$ cat config.mk
export PLATFORM = sky130hd
export DESIGN_NAME = toggle_hs_receiver
export DESIGN_NICKNAME = d
export VERILOG_FILES = /design/src/rtl/toggle_hs_receiver.sv
export SDC_FILE = /design/constraint.sdc
export NUM_CORES = 1
export LEC_CHECK = 0
export BUFFER_PORTS_ARGS = -buffer_cell sky130_fd_sc_hd__buf_4
export CAP_MARGIN = 30
export CELL_PAD_IN_SITES_DETAIL_PLACEMENT = 2
export CELL_PAD_IN_SITES_GLOBAL_PLACEMENT = 2
export CORE_MARGIN = 1
export CORE_UTILIZATION = 37
export DETAILED_ROUTE_END_ITERATION = 8
export PLACE_DENSITY = 0.74
export REMOVE_ABC_BUFFERS = 1
export SLEW_MARGIN = 20
export SYNTH_ARGS = -nofsm -noshare
export SYNTH_HDL_FRONTEND = slang
export SYNTH_SLANG_ARGS = --single-unit
$ cat constraint.sdc
create_clock -name clk -period 1.9 [get_ports clk]
set_input_delay 0.19 -clock clk [delete_from_list [all_inputs] [get_ports clk]]
set_output_delay 0.19 -clock clk [all_outputs]
set_load 0.01 [all_outputs]
$ cat src/rtl/toggle_hs_receiver.sv
// -----------------------------------------------------------------------------
// toggle_hs_receiver
//   Receiving end of a 2-phase toggle handshake. The sender flips req_tgl once
//   per word and holds req_data until ack_tgl matches its request level. The
//   request level is synchronised into clk. Each level change is accepted into
//   a small first-word-fall-through FIFO, and ack_tgl then echoes the accepted
//   level. The FIFO head is presented on a valid/ready interface.
//
// Ports
//   clk       in   rising-edge clock
//   clr       in   asynchronous, active-high reset (shared with the sender)
//   req_tgl   in   request toggle from sender, asynchronous to clk
//   req_data  in   request payload, stable while a request is outstanding
//   ack_tgl   out  acknowledge toggle back to the sender (registered)
//   out_valid out  FIFO head valid
//   out_data  out  FIFO head data (don't-care while out_valid=0)
//   out_ready in   consumer pops the head when out_valid && out_ready
//   count     out  FIFO occupancy, 0..DEPTH
// -----------------------------------------------------------------------------
module toggle_hs_receiver #(
  parameter int DATA_W      = 8,
  parameter int SYNC_STAGES = 2,
  parameter int DEPTH       = 4
) (
  input  logic                     clk,
  input  logic                     clr,
  input  logic                     req_tgl,
  input  logic [DATA_W-1:0]        req_data,
  output logic                     ack_tgl,
  output logic                     out_valid,
  output logic [DATA_W-1:0]        out_data,
  input  logic                     out_ready,
  output logic [$clog2(DEPTH):0]   count
);

  localparam int PTR_W = $clog2(DEPTH);
  localparam int CNT_W = PTR_W + 1;
  localparam logic [CNT_W-1:0] DEPTH_C = CNT_W'(DEPTH);
  localparam logic [CNT_W-1:0] CNT_ONE = CNT_W'(1);
  localparam logic [PTR_W-1:0] PTR_ONE = PTR_W'(1);

  logic [SYNC_STAGES-1:0] sync_q, sync_d;
  logic                   req_seen_q, req_seen_d;
  logic [PTR_W-1:0]       wr_ptr_q, wr_ptr_d;
  logic [PTR_W-1:0]       rd_ptr_q, rd_ptr_d;
  logic [CNT_W-1:0]       count_q, count_d;
  logic [DATA_W-1:0]      mem_q [DEPTH];

  logic req_sync;
  logic pending;
  logic accept;
  logic pop;

  // Synchroniser stage: req_tgl shifts in at bit 0, req_sync is the last flop.
  assign req_sync = sync_q[SYNC_STAGES-1];

  // Accept stage: the full check uses the registered count, so a pop on the
  // same edge never makes room for an incoming word (no full-bypass).
  assign pending = (req_sync != req_seen_q);
  assign accept  = pending && (count_q != DEPTH_C);
  assign pop     = (count_q != '0) && out_ready;

  always_comb begin
    sync_d     = {sync_q[SYNC_STAGES-2:0], req_tgl};
    req_seen_d = req_seen_q;
    wr_ptr_d   = wr_ptr_q;
    rd_ptr_d   = rd_ptr_q;
    count_d    = count_q;

    if (accept) begin
      req_seen_d = req_sync;
      wr_ptr_d   = wr_ptr_q + PTR_ONE;
    end
    if (pop) begin
      rd_ptr_d = rd_ptr_q + PTR_ONE;
    end

    // Simultaneous accept and pop leave the occupancy unchanged.
    case ({accept, pop})
      2'b10:   count_d = count_q + CNT_ONE;
      2'b01:   count_d = count_q - CNT_ONE;
      default: count_d = count_q;
    endcase
  end

  always_ff @(posedge clk or posedge clr) begin
    if (clr) begin
      sync_q     <= '0;
      req_seen_q <= 1'b0;
      wr_ptr_q   <= '0;
      rd_ptr_q   <= '0;
      count_q    <= '0;
    end else begin
      sync_q     <= sync_d;
      req_seen_q <= req_seen_d;
      wr_ptr_q   <= wr_ptr_d;
      rd_ptr_q   <= rd_ptr_d;
      count_q    <= count_d;
    end
  end

  // Storage stage: payload only, so no reset; out_valid qualifies it.
  always_ff @(posedge clk) begin
    if (accept) begin
      mem_q[wr_ptr_q] <= req_data;
    end
  end

  // Output stage: ack echoes the last accepted level straight from a flop.
  assign ack_tgl   = req_seen_q;
  assign out_valid = (count_q != '0);
  assign out_data  = mem_q[rd_ptr_q];
  assign count     = count_q;

endmodule
# After elaboration in Yosys (flattened, before gate mapping)
# Memories as Yosys holds them, arrays and structs flattened.
# Cells that the tools add are included.
[totals]
mem_count = 1
in_bits = 12
ram_bits = 32
reg_bits = 10
[op_classes]
n_reduce_logical = 4
n_mux = 3
add_sub_neg = 4
n_eq_ne = 4
[mem_list]
columns = ["name", "depth", "width", "rd", "rd_clocked_by_memory_dff", "wr", "line", "text"]
rows = [
  ["mem_q", 4, 8, 1, 0, 1, "47", "logic [DATA_W-1:0] mem_q [DEPTH];"],
]
[op_table]
columns = ["op", "count"]
rows = [
  ["3-bit one-hot mux with 2 select lines", 1],
  ["2-bit by 1-bit adder with 2-bit output, second input constant", 2],
  ["3-bit by 1-bit adder with 3-bit output, second input constant", 1],
  ["3-bit != test, second input constant", 1],
  ["3-bit nonzero test", 1],
  ["3-bit by 1-bit subtractor with 3-bit output, second input constant", 1],
  ["2-bit by 1-bit equality test with 1-bit output, second input constant", 1],
  ["2-bit equality test, second input constant", 1],
  ["1-bit logical AND", 2],
  ["1-bit 2-to-1 mux", 2],
  ["2-bit nonzero test", 1],
  ["1-bit != test", 1],
]

# Logic depth before layout (Yosys ltp)
[depth]
word_depth = 4
mapped_depth = 9
ltp_nobuf = 9

# Worst setup path before layout
# OpenSTA, ideal clock, no wires.
[synth_timing]
path_kind = "reg2reg"
startpoint = "reg req_seen_q (netlist: ack_tgl)"
endpoint = "reg count_q[2] (netlist: count[2])"
path_stages_with_launch = 10
arrival_ns = 1.770
slack_ns = 0.051
synth_period_minus_slack_ns = 1.849
setup_time_ns = 0.080
t_required_ns = 1.820
cell_sequence = "dfrtp_1 > xnor2_1 > a21oi_4 > inv_1 > ha_1 > inv_1 > fa_1 > xor2_1 > nor2_1 > xor2_1"
[synth_via]
elab_chain_len = 4
elab_cells_between_ends = 6
classes_between = "3 x eq/ne; 1 x mux; 2 x reduce/logical"
[synth_lines]
columns = ["element", "line", "text"]
rows = [
  ["from (decl)", "43", "logic req_seen_q, req_seen_d;"],
  ["from (signal assigned)", "95", "req_seen_q <= req_seen_d;"],
  ["1-bit != test (*)", "59", "assign pending = (req_sync != req_seen_q);"],
  ["1-bit logical AND (*)", "60", "assign accept = pending && (count_q != DEPTH_C);"],
  ["2-bit by 1-bit equality test with 1-bit output / 2-bit equality test (equally long branches)", "79", "case ({accept, pop})"],
  ["3-bit one-hot mux with 2 select lines / 2-bit nonzero test (equally long branches)", "n/a", ""],
  ["to (signal assigned)", "98", "count_q <= count_d;"],
  ["to (decl)", "46", "logic [CNT_W-1:0] count_q, count_d;"],
]
# Every way passes the cells marked *; elsewhere a longest branch is shown, timed or not.
# A chain may end at the register's enable or synchronous reset.

# Worst setup path in the final report
[layout_timing]
startpoint = "reg count_q[0] (netlist: count[0])"
endpoint = "reg count_q[2] (netlist: count[2])"
[layout_via]
elab_chain_len = 4
elab_cells_between_ends = 10
classes_between = "2 x add/sub; 3 x eq/ne; 1 x mux; 4 x reduce/logical"
[layout_lines]
columns = ["element", "line"]
rows = [
  ["3-bit != test / 3-bit nonzero test (equally long branches)", "60, 61"],
  ["1-bit logical AND, on equally long branches", "60, 61"],
  ["2-bit by 1-bit equality test with 1-bit output / 2-bit equality test (equally long branches)", "79"],
  ["3-bit one-hot mux with 2 select lines / 2-bit nonzero test (equally long branches)", "n/a"],
]
# Several ways; a longest one is shown, not always the timed one.

==> flow_metrics.env <==
export IMPL_p_leak_nw=0.827
export IMPL_cp_max_fo=4
export IMPL_finalCriticalPeriod_ns=1.91
export IMPL_worstRegToRegCells=9
export IMPL_cp_required_ns=2.11
export IMPL_hold_end="mem_q[0][7]"
export IMPL_worst_setup_path_end_kind="flip-flop"
export IMPL_r2r_end="count[2]"
export IMPL_yosysSeqAreaShare_pct=71.3
export IMPL_syn_avg_cell_area_um2=19.7
export IMPL_grt_setup_unrepaired="true"
export IMPL_area_growth_pct=26.5
export IMPL_hold_viol=0
export IMPL_clkTransAtPathRegs_ns=0.08
export IMPL_ant_nets=0
export IMPL_port_buffers=24
export IMPL_clkPwrFrac_pct=19.2
export IMPL_placedInstanceArea_um2=1960
export IMPL_routabilityCongestion=0.681
export IMPL_total_power_mw=3.57
export IMPL_switchingPower_mw=1.14
export IMPL_tightest_slew_ns=0.437
export IMPL_grt_pass1_wl_um=5540
export IMPL_path_class="flip-flop to flip-flop"
export IMPL_p_int_mw=2.43
export IMPL_ys_async_sr_fraction_pct=23.8
export IMPL_holdCritStartpoint="req_data[7]"
export IMPL_startpoint_type="flip-flop"
export IMPL_switching_share_pct=32.0
export IMPL_p_comb_share_pct=40.0
export IMPL_wire_per_inst_um=20.0
export IMPL_layout_drive_gt1_share_pct=51.6
export IMPL_violations="setup timing"
export IMPL_htreeDepth=2
export IMPL_whs_path_depth=1
export IMPL_r2r_start="count[0]"
export IMPL_final_cell_mix="buf_4, edfxtp_1, mux4_2, dfrtp_1"
export IMPL_arrival_ns=2.12
export IMPL_fmax_mhz=524
export IMPL_status="finished, violations left"
export IMPL_finalSetupTns_ns=-0.00741
export IMPL_ir_worst_vdd_uv=611
export IMPL_fin_nets=143
export IMPL_numClockSinks=42
export IMPL_die_h_um=69.7
export IMPL_ios=25
export IMPL_skew_ns=0.00658
export IMPL_clk_latency_ns=0.29
export IMPL_core_area_um2=4380
export IMPL_fin_ws_ns=-0.00741
export IMPL_ys_ff_latch=42
export IMPL_setup_viol=1
export IMPL_relSlewSlack_pct=70.9
export IMPL_drt_initial_drc_count=70
export IMPL_tritoncts="yes"
export IMPL_r2r_slack_ns=-0.007
export IMPL_overflow=0
export IMPL_yosysUniqueCellTypes=21
export IMPL_drv_slew=0
export IMPL_syn_inst=86
export IMPL_synth_edff_count=32
export IMPL_fill_cells=405
export IMPL_rows=24
export IMPL_design_area_um2=2150
export IMPL_cts_buffers_inserted=5
export IMPL_netlist_area_um2=1700
export IMPL_die_w_um=69.7
export IMPL_root_buffer="clkbuf_8"
export IMPL_start_util_pct=38.7
export IMPL_first_global_vias=990
export IMPL_hold_slack_ns=0.0922
export IMPL_dieArea_um2=4860
export IMPL_diodes=0
export IMPL_wl_um=3560
export IMPL_drcViolationCount=0
export IMPL_seqPwrFrac_pct=40.7
export IMPL_dp_final_hpwl_um=2460
export IMPL_antenna_found_initial=0
export IMPL_clockBufferDepth=2
export IMPL_hp_class="primary input to flip-flop"
export IMPL_vias_per_cell=4.88
export IMPL_grt_max_degree=14
export IMPL_synth_ff_type="edfxtp_1"
export IMPL_grtUsageTotal_pct=15.8
export IMPL_yosysWarnings=0
export IMPL_drv_cap=0
export IMPL_dr_pass1_iters=4
export IMPL_vias=868
export IMPL_powerDensity_nw_per_um2=1660
export IMPL_fin_crit_sh_pct=100
[layout make-up]
cell class,count,area [µm²],share of cell area (%)
inverters,7,26.3,1.22
multi-input cells,35,472,22.0
well taps,52,65.1,3.03
clock buffers,6,72.6,3.38
repair buffers,34,260,12.1
clock inverters,2,37.5,1.75
flip-flops and latches,42,1210,56.5
[repair_timing]
| action | CTS | global route |
|---|---|---|
| pin swaps | 3 | 2 |
| endpoints found under the setup margin | 1 | 1 |
| hold buffers | 2 | 0 |
| endpoints found under the hold margin | 11 | 0 |
| gates resized for setup | 7 | 2 |
| buffers inserted | 2 | 2 |
[worst max path at each step]
stage / from / endpoint / slack (ns) / depth (start not counted)
2_1_floorplan: ack_tgl / count[2] / 0.05 / 9
3_3_place_gp: ack_tgl / count[2] / 0.11 / 9
3_5_place_dp: count[0] / count[2] / -0.12 / 9
4_1_cts: count[1] / count[2] / -0.01 / 9
5_1_grt: sync_q[1] / count[2] / -0.08 / 9
6_report: count[0] / count[2] / -0.007 / 9
[routing by layer]
layer | wire length, µm | vias to the layer above | track usage (%) | part of all wire (%)
met1 | 1480 | 451 | 18.7 | 42
li1 | - | 393 | - | -
met5 | 0 | - | 0 | 0
met4 | 34 | 0 | 4.67 | 0.96
met3 | 103 | 5 | 4.36 | 2.9
met2 | 1940 | 19 | 27.9 | 55
[sequential cells by signal, summed over array words and instances, names as in the netlist]
| name | count |
|---|---|
| wr_ptr_q | 2 |
| sync_q | 2 |
| mem_q | 32 |
| ack_tgl | 1 |
| count | 3 |
| rd_ptr_q | 2 |
[cell families after synthesis]
family / after synthesis / share of synthesized area (%)
simple gates: 9 / 3.39
flops: 42 / 71.3
fa+ha+maj: 6 / 4.86
compound gates: 2 / 1.55
xor+xnor: 7 / 3.61
mux: 11 / 12.7
buf+inv: 9 / 2.51
[worst max-delay path: stages (launching register included)]
cell and delay [ns]:
dfrtp_2 0.45, nor2_4 0.18, a21oi_4 0.08, inv_2 0.08, ha_4 0.14, inv_2 0.04, fa_2 0.34, xor2_1 0.16
nor2_1 0.16, xor2_1 0.19
[cells in the mapped netlist, types with 3 or more instances]
cell / number / area share (%)
and2_2: 4 / 1.8
xnor2_1: 4 / 2.1
edfxtp_1: 32 / 57
mux4_2: 8 / 11
dfrtp_1: 10 / 15
xor2_1: 3 / 1.5
ha_1: 5 / 3.7
inv_1: 7 / 1.5
[power by group through the flow]
stage	combinational (mW)	clock (mW)	sequential, mW
2_1_floorplan	0.717	0	1.47
3_3_place_gp	1.24	0	1.44
3_5_place_dp	1.31	0	1.47
4_1_cts	1.39	0.712	1.46
5_1_grt	1.54	0.742	1.48
6_report	1.43	0.686	1.45
[per-stage QoR]
| stage | worst slack [ns] | instances | util (%) |
|---|---|---|---|
| after CTS | -0.0104 | 176 | 48.4 |
| after global routing | -0.0795 | 178 | 49.0 |
| after detailed placement | -0.117 | 164 | 44.6 |
| after global placement | 0.112 | 164 | 44.6 |
| after floorplan | 0.0506 | 84 | - |
| final | -0.00741 | 178 | 49.0 |
Note: power is estimated with default switching activity, not from simulation.
